==> src/rtl/spi_peripheral_pkg.sv <==
// Shared definitions for the SPI responder: data width, SPI mode and FSM state encoding.
package spi_peripheral_pkg;

   localparam int W_CPU        = 32;
   localparam int SYNC_DEFAULT = 2;

   localparam logic SPI_CPOL = 1'b0;
   localparam logic SPI_CPHA = 1'b0;

   typedef enum logic {
      IDLE = 1'b0,
      XFER = 1'b1
   } state_t;

endpackage

==> src/rtl/spi_peripheral_sync.sv <==
// Synchroniser for one asynchronous SPI pin, with level plus one-cycle rise/fall pulses.
module spi_sync_edge
   import spi_peripheral_pkg::*;
#(
   parameter int   SYNC_STAGES = SYNC_DEFAULT,
   parameter logic RESET_VAL   = 1'b0
) (
   input  logic clk,
   input  logic rst,
   input  logic async_in,
   output logic level,
   output logic rise,
   output logic fall
);

   logic [SYNC_STAGES-1:0] sync_q;
   logic                   prev_q;

   // RESET_VAL matches the pin's idle level so releasing reset never fakes an edge.
   always_ff @(posedge clk or negedge rst) begin
      if (!rst) begin
         sync_q <= {SYNC_STAGES{RESET_VAL}};
         prev_q <= RESET_VAL;
      end else begin
         sync_q[0] <= async_in;
         for (int i = 1; i < SYNC_STAGES; i++) begin
            sync_q[i] <= sync_q[i-1];
         end
         prev_q <= sync_q[SYNC_STAGES-1];
      end
   end

   assign level = sync_q[SYNC_STAGES-1];
   assign rise  = level & ~prev_q;
   assign fall  = ~level & prev_q;

endmodule

==> src/rtl/spi_peripheral.sv <==
// SPI mode-0 responder: full-duplex MSB-first words with a one-deep tx buffer and rx_valid pulse.
module spi_peripheral
   import spi_peripheral_pkg::*;
#(
   parameter int W_DATA      = W_CPU,
   parameter int W_CNT       = 5,
   parameter int SYNC_STAGES = SYNC_DEFAULT
) (
   input  logic              clk,
   input  logic              rst,
   input  logic              sclk,
   input  logic              cs_n,
   input  logic              mosi,
   output logic              miso,
   output logic              miso_oe,
   input  logic [W_DATA-1:0] tx_data,
   input  logic              tx_valid,
   output logic              tx_ready,
   output logic [W_DATA-1:0] rx_data,
   output logic              rx_valid,
   output logic              underrun
);

   logic sclk_level_unused, sclk_rise, sclk_fall;
   logic cs_level, cs_rise_unused, cs_fall;
   logic [SYNC_STAGES-1:0] mosi_q;
   logic mosi_sync;
   logic sample_edge, shift_edge, do_start;

   state_t              state;
   logic [W_CNT-1:0]    bit_cnt;
   logic [W_DATA-2:0]   rx_shift;
   logic [W_DATA-2:0]   tx_shift;
   logic [W_DATA-1:0]   tx_buf;
   logic                start_pending;

   spi_sync_edge #(.SYNC_STAGES(SYNC_STAGES), .RESET_VAL(SPI_CPOL)) u_sclk_sync (
      .clk      (clk),
      .rst      (rst),
      .async_in (sclk),
      .level    (sclk_level_unused),
      .rise     (sclk_rise),
      .fall     (sclk_fall)
   );

   spi_sync_edge #(.SYNC_STAGES(SYNC_STAGES), .RESET_VAL(1'b1)) u_cs_sync (
      .clk      (clk),
      .rst      (rst),
      .async_in (cs_n),
      .level    (cs_level),
      .rise     (cs_rise_unused),
      .fall     (cs_fall)
   );

   always_ff @(posedge clk or negedge rst) begin
      if (!rst) begin
         mosi_q <= '0;
      end else begin
         mosi_q[0] <= mosi;
         for (int i = 1; i < SYNC_STAGES; i++) begin
            mosi_q[i] <= mosi_q[i-1];
         end
      end
   end

   assign mosi_sync = mosi_q[SYNC_STAGES-1];

   // Modes 0 and 3 sample on the rising sclk edge, modes 1 and 2 on the falling one.
   assign sample_edge = (SPI_CPOL == SPI_CPHA) ? sclk_rise : sclk_fall;
   assign shift_edge  = (SPI_CPOL == SPI_CPHA) ? sclk_fall : sclk_rise;

   // A deselect seen in the same cycle as a shift edge wins, so no trailing word starts.
   always_comb begin
      do_start = 1'b0;
      if (state == IDLE) begin
         do_start = cs_fall;
      end else if (!cs_level) begin
         do_start = shift_edge & start_pending;
      end
   end

   // tx_ready doubles as the buffer-empty flag; a word start sees it before any same-cycle handshake.
   always_ff @(posedge clk or negedge rst) begin
      if (!rst) begin
         tx_buf   <= '0;
         tx_ready <= 1'b1;
      end else if (tx_valid && tx_ready) begin
         tx_buf   <= tx_data;
         tx_ready <= 1'b0;
      end else if (do_start && !tx_ready) begin
         tx_ready <= 1'b1;
      end
   end

   always_ff @(posedge clk or negedge rst) begin
      if (!rst) begin
         state         <= IDLE;
         bit_cnt       <= '0;
         rx_shift      <= '0;
         tx_shift      <= '0;
         rx_data       <= '0;
         rx_valid      <= 1'b0;
         underrun      <= 1'b0;
         miso          <= 1'b0;
         miso_oe       <= 1'b0;
         start_pending <= 1'b0;
      end else begin
         rx_valid <= 1'b0;
         underrun <= 1'b0;
         case (state)
            IDLE: begin
               bit_cnt <= '0;
            end
            XFER: begin
               if (cs_level) begin
                  state         <= IDLE;
                  miso          <= 1'b0;
                  miso_oe       <= 1'b0;
                  bit_cnt       <= '0;
                  rx_shift      <= '0;
                  start_pending <= 1'b0;
               end else begin
                  if (sample_edge) begin
                     rx_shift <= {rx_shift[W_DATA-3:0], mosi_sync};
                     if (bit_cnt == W_CNT'(W_DATA - 1)) begin
                        rx_data       <= {rx_shift, mosi_sync};
                        rx_valid      <= 1'b1;
                        bit_cnt       <= '0;
                        start_pending <= 1'b1;
                     end else begin
                        bit_cnt <= bit_cnt + W_CNT'(1);
                     end
                  end
                  if (shift_edge && !start_pending) begin
                     miso     <= tx_shift[W_DATA-2];
                     tx_shift <= tx_shift << 1;
                  end
               end
            end
            default: state <= IDLE;
         endcase

         // miso carries the word MSB directly; tx_shift holds the bits still to send.
         if (do_start) begin
            state         <= XFER;
            miso_oe       <= 1'b1;
            start_pending <= 1'b0;
            if (!tx_ready) begin
               miso     <= tx_buf[W_DATA-1];
               tx_shift <= tx_buf[W_DATA-2:0];
            end else begin
               miso     <= 1'b0;
               tx_shift <= '0;
               underrun <= 1'b1;
            end
         end
      end
   end

endmodule
==> config.mk <==
export PLATFORM = sky130hd
export DESIGN_NAME = spi_peripheral
export DESIGN_NICKNAME = d
export VERILOG_FILES = /design/src/rtl/spi_peripheral_pkg.sv /design/src/rtl/spi_peripheral_sync.sv /design/src/rtl/spi_peripheral.sv
export SDC_FILE = /design/constraint.sdc
export NUM_CORES = 1
export LEC_CHECK = 0
export ABC_CLOCK_PERIOD_IN_PS = 5080
export CAP_MARGIN = 20
export CORE_UTILIZATION = 60
export CTS_BUF_LIST = sky130_fd_sc_hd__clkbuf_8
export DETAILED_ROUTE_END_ITERATION = 8
export GPL_TIMING_DRIVEN = 0
export HOLD_SLACK_MARGIN = 0.05
export PLACE_DENSITY = 0.85
export SLEW_MARGIN = 5
export SYNTH_ARGS = -nofsm -noshare
export SYNTH_HDL_FRONTEND = slang
export SYNTH_HIERARCHICAL = 1
export SYNTH_SLANG_ARGS = --single-unit
==> constraint.sdc <==
create_clock -name clk -period 5.08 [get_ports clk]
set_input_delay 1.016 -clock clk [delete_from_list [all_inputs] [get_ports clk]]
set_output_delay 1.016 -clock clk [all_outputs]
set_load 0.02 [all_outputs]
Word level (Yosys, flattened, before mapping). Index checks and enable logic that the tools add are counted.

Bits in registers: 146. Output and inout bits: 37. Bits of input ports: 38. Logic and storage cells: 85.

Equal/unequal tests: 3. Multiplexer cells: 37. Bitwise gates (word level): 8. Reductions and logical operators: 19. Add/sub/neg operators: 1.

Operators by type and width (number): $mux W31 (7); $mux W1 (26); $mux W5 (3); $pmux W5 S2 (1); $reduce_bool A2 Y1 (5); $reduce_bool A3 Y1 (3); $reduce_and A2 Y1 (3); $reduce_and A3 Y1 (2); $add A5 B1 Y5 const B (1); $eq A5 B5 Y1 const B (1); $and A1 B1 Y1 (4); $not A1 Y1 (4); $reduce_and A4 Y1 (1); $logic_and A1 B1 Y1 (3); $ne A3 B2 Y1 const B (1); $logic_not A1 Y1 (2); $ne A2 B2 Y1 const B (1).

Longest topological paths before layout.
Depth after elaboration: 8. Depth in mapped cells: 7. Gate-level depth less buffers: 6.

Modules after synthesis. The synthesis kept the hierarchy.

By module, submodules not included: spi_peripheral (times used 1, seq. area each 3504.6 um^2, area an instance 6063.3 um^2, cells each 476); spi_sync_edge at u_cs_sync (times used 1, seq. area each 78.8 um^2, area an instance 93.8 um^2, cells each 5); spi_sync_edge at u_sclk_sync (times used 1, seq. area each 75.1 um^2, area an instance 90.1 um^2, cells each 5).

Worst setup path after synthesis. No wires, ideal clock.

Path kind: input -> register. Start: input port tx_valid. End: register tx_buf[10]. Setup slack: 3240 ps. Library setup time: 125 ps. Buffers on the path: 1. Data required time: 4955 ps. Arrival time: 1715 ps. Stages: 3. Cell sequence: nand2_1 buf_2 mux2_2.

Cells in the longest elaborated chain, start to end: 1.

Ends and longest elaborated chain: start: declaration (RTL line spi_peripheral.sv:17) `input logic tx_valid,`; $logic_and A1 B1 Y1 (RTL line spi_peripheral.sv:87) `end else if (tx_valid && tx_ready) begin`; end signal: assignment (RTL line spi_peripheral.sv:88) `tx_buf <= tx_data;`; end: declaration (RTL line spi_peripheral.sv:34) `logic [W_DATA-1:0] tx_buf;`.

Every way passes these cells. A chain may end at the register's enable or synchronous reset.

Worst setup path in the final report.
Start: register tx_ready. End: output port tx_ready.

RTL lines: start: declaration (RTL line spi_peripheral.sv:18) `output logic tx_ready,`; start signal: assignment (RTL line spi_peripheral.sv:86) `tx_ready <= 1'b1;`; start signal: assignment (RTL line spi_peripheral.sv:89) `tx_ready <= 1'b0;`; start signal: assignment (RTL line spi_peripheral.sv:91) `tx_ready <= 1'b1;`.

No word-level cell between the ends.

==> results.py <==
metrics = {
    "routing": {
        "finalWirelength_um": 11400,
        "vias_per_cell": 5.65,
        "dr_total_vias": 4094,
        "drc": 0,
        "wl_per_cell_um": 15.8,
        "drt_iter0_drc": 195,
        "ant_nets": 0,
        "drtPass1Iterations": 4,
    },
    "yosys": {
        "ys_warn_count": 6,
        "syn_nets": 525,
        "syn_avg_cell_area_um2": 12.9,
        "syn_area_um2": 6240,
        "postSynthCellCount": 485,
    },
    "worst_setup_path": {
        "worstPathRequired_ps": 4060,
        "crit_path_end_kind": "primary output",
        "start_kind": "flip-flop",
        "cpLargestDelayFamily": "buffers and inverters",
        "crit_type": "reg -> out",
        "crit_fanout": 2,
        "cp_slowest_cell": "clkdlybuf4s50_1",
        "r2r_cells": 6,
        "max_stage_delay_ps": 600,
        "cp.depth": 1,
        "path_cells": "clkdlybuf4s50_1",
        "critPathBufInv": 1,
        "arrival_ps": 1590,
    },
    "min_path": {
        "hold_path_depth": 0,
        "hp-class": "reg -> reg",
    },
    "place": {
        "io_buffers": 74,
        "post-place-ws_ps": 2640,
        "place_congestion": 0.787,
        "hpwl_um": 8120,
    },
    "cts": {
        "root_buffer": "clkbuf_8",
        "clk_latency_ps": 430,
        "cts.repair.resized": 0,
        "htreeDepth": 4,
        "cts_tree": "built",
        "cts_buffers": 17,
        "cts_sinks": 146,
        "path_clk_slew_ps": 90,
        "post-cts-setup-buffers": 0,
        "clock_path_buffers": 2,
        "cts_hold_buffers": 0,
    },
    "floorplan": {
        "initial_core_util_pct": 63.0,
        "die_h_um": 104,
        "fp-row-count": 36,
        "die_w_um": 104,
        "io_pins": 75,
        "die_area_um2": 10800,
        "core-area_um2": 9910,
    },
    "timing": {
        "setup_viol": 0,
        "slew_headroom_pct": 51.8,
        "fin_crit_sh_pct": 51.3,
        "tightestPinTransition_ps": 723,
        "maxSlewViolCount": 0,
        "fin_skew_ps": 11.2,
        "hold_slack_ps": 355,
        "rsz0062_at_grt": "no",
        "setup_tns_ps": 0,
        "fin_crit_ps": 2600,
        "finalWorstSetupSlack_ps": 2480,
        "finalHoldViolations": 0,
        "fmaxAchievable_ghz": 0.384,
    },
    "global_route": {
        "grt_max_degree": 83,
        "overflow": 0,
        "track_usage_pct": 23.1,
        "grt_pass1_wl_um": 19900,
        "grt_pass1_vias": 4188,
        "antenna_found_initial": 0,
    },
    "power": {
        "p_switching_mw": 0.823,
        "power.leakage_nw": 3.46,
        "clkPwrFrac_pct": 28.7,
        "p_seq_share_pct": 52.0,
        "combPwrFrac_pct": 19.3,
        "p_sw_share_pct": 28.9,
        "vdd_drop_max_uv": 231,
        "p_int_mw": 2.03,
        "pwr_density_cell_nw_per_um2": 379,
    },
    "final_layout": {
        "fin_nets": 619,
        "n_antenna_cell": 0,
        "finish.utilization_pct": 76.0,
        "drive_above_1_share_pct": 20.9,
        "areaGrowthSynthToFinish_pct": 20.7,
    },
    "run": {
        "drv_cap": 0,
    },
    "outcome": {
        "status": "complete, no violations",
    },
}
-- power groups by stage --
stage          clock network, mW  registers [mW]  logic [mW]
3_5_place_dp                   0            1.51       0.557
2_1_floorplan                  0            1.48       0.401
5_1_grt                    0.892            1.51       0.616
3_3_place_gp                   0            1.50       0.524
6_report                   0.818            1.48       0.551
4_1_cts                    0.833            1.48       0.560
-- metal layers --
metal	track usage [%]	vias to the layer above	routed length, um
li1	-	1938	-
met1	29.3	2034	4980
met2	39.6	104	5940
met3	5.45	18	348
met4	7.24	0	173
met5	0	-	0
-- state kept, by name (all words and copies together) (netlist names) --
signal and flops:
state 1, bit_cnt 5, mosi_q 2, u_sclk_sync/sync_q 2
miso 1, rx_shift 31, u_sclk_sync/prev_q 1, u_cs_sync/sync_q 2
rx_data 32, miso_oe 1, start_pending 1, tx_shift 31
u_cs_sync/prev_q 1, tx_ready 1, underrun 1, rx_valid 1
tx_buf 32
-- final cells by class --
cell class              instances  area [um2]
plain buffers                  41         201
clock buffers                  17         234
clock inverters                15         125
fillers                       624        2370
inverters                       2        7.51
multi-input cells             296        2370
flip-flops and latches        146        3660
well taps                     133         166
repair buffers                 75         769
-- worst register-to-register path: cells and delay by family (launching register included) --
kind	cells	cell delay, ps
AO/OA/AOI/OAI	2	330
AND/OR/NAND/NOR	2	340
flip-flops	1	600
buffers and inverters	2	540
-- worst paths after layout --
kind,startpoint,end,slack [ps]
max,tx_ready$_DFFE_PN1P_,tx_ready,2480
min,mosi_q[0]$_DFF_PN0_,mosi_q[1]$_DFF_PN0_,350
max reg2reg,u_cs_sync/sync_q[1]$_DFF_PN1_,tx_shift[20]$_DFFE_PN0P_,3160
min reg2reg,mosi_q[0]$_DFF_PN0_,mosi_q[1]$_DFF_PN0_,350
max in group asynchronous,rst,tx_buf[4]$_DFFE_PN0P_,3700
min in group asynchronous,rst,rx_data[7]$_DFFE_PN0P_,620
-- through the flow --
step	instance area (um2)	total power, mW	cells
global route	7540	3.02	725
detailed placement	7180	2.06	693
global placement	7150	2.02	692
floorplan	6240	1.88	485
CTS	7540	2.88	725
finish	7540	2.85	725
-- cells in the final DEF (no fill, tap or decap), types with 2 or more instances in the layout --
master / count
buf_4: 2
ha_1: 2
nor2b_1: 2
inv_1: 2
clkbuf_8: 17
mux2i_1: 2
inv_6: 5
o22a_1: 31
clkinvlp_4: 3
inv_8: 2
buf_6: 4
a22o_1: 32
and3b_1: 2
buf_2: 14
a21oi_1: 69
clkinv_4: 3
mux2_4: 29
dfstp_2: 4
mux2_2: 35
nand2b_1: 64
nor2_1: 5
clkbuf_1: 22
clkinv_2: 2
o21ai_0: 4
and2b_2: 2
clkdlybuf4s50_1: 73
nand2_1: 4
dfrtp_1: 142
Note: power is estimated with default switching activity, not from simulation.
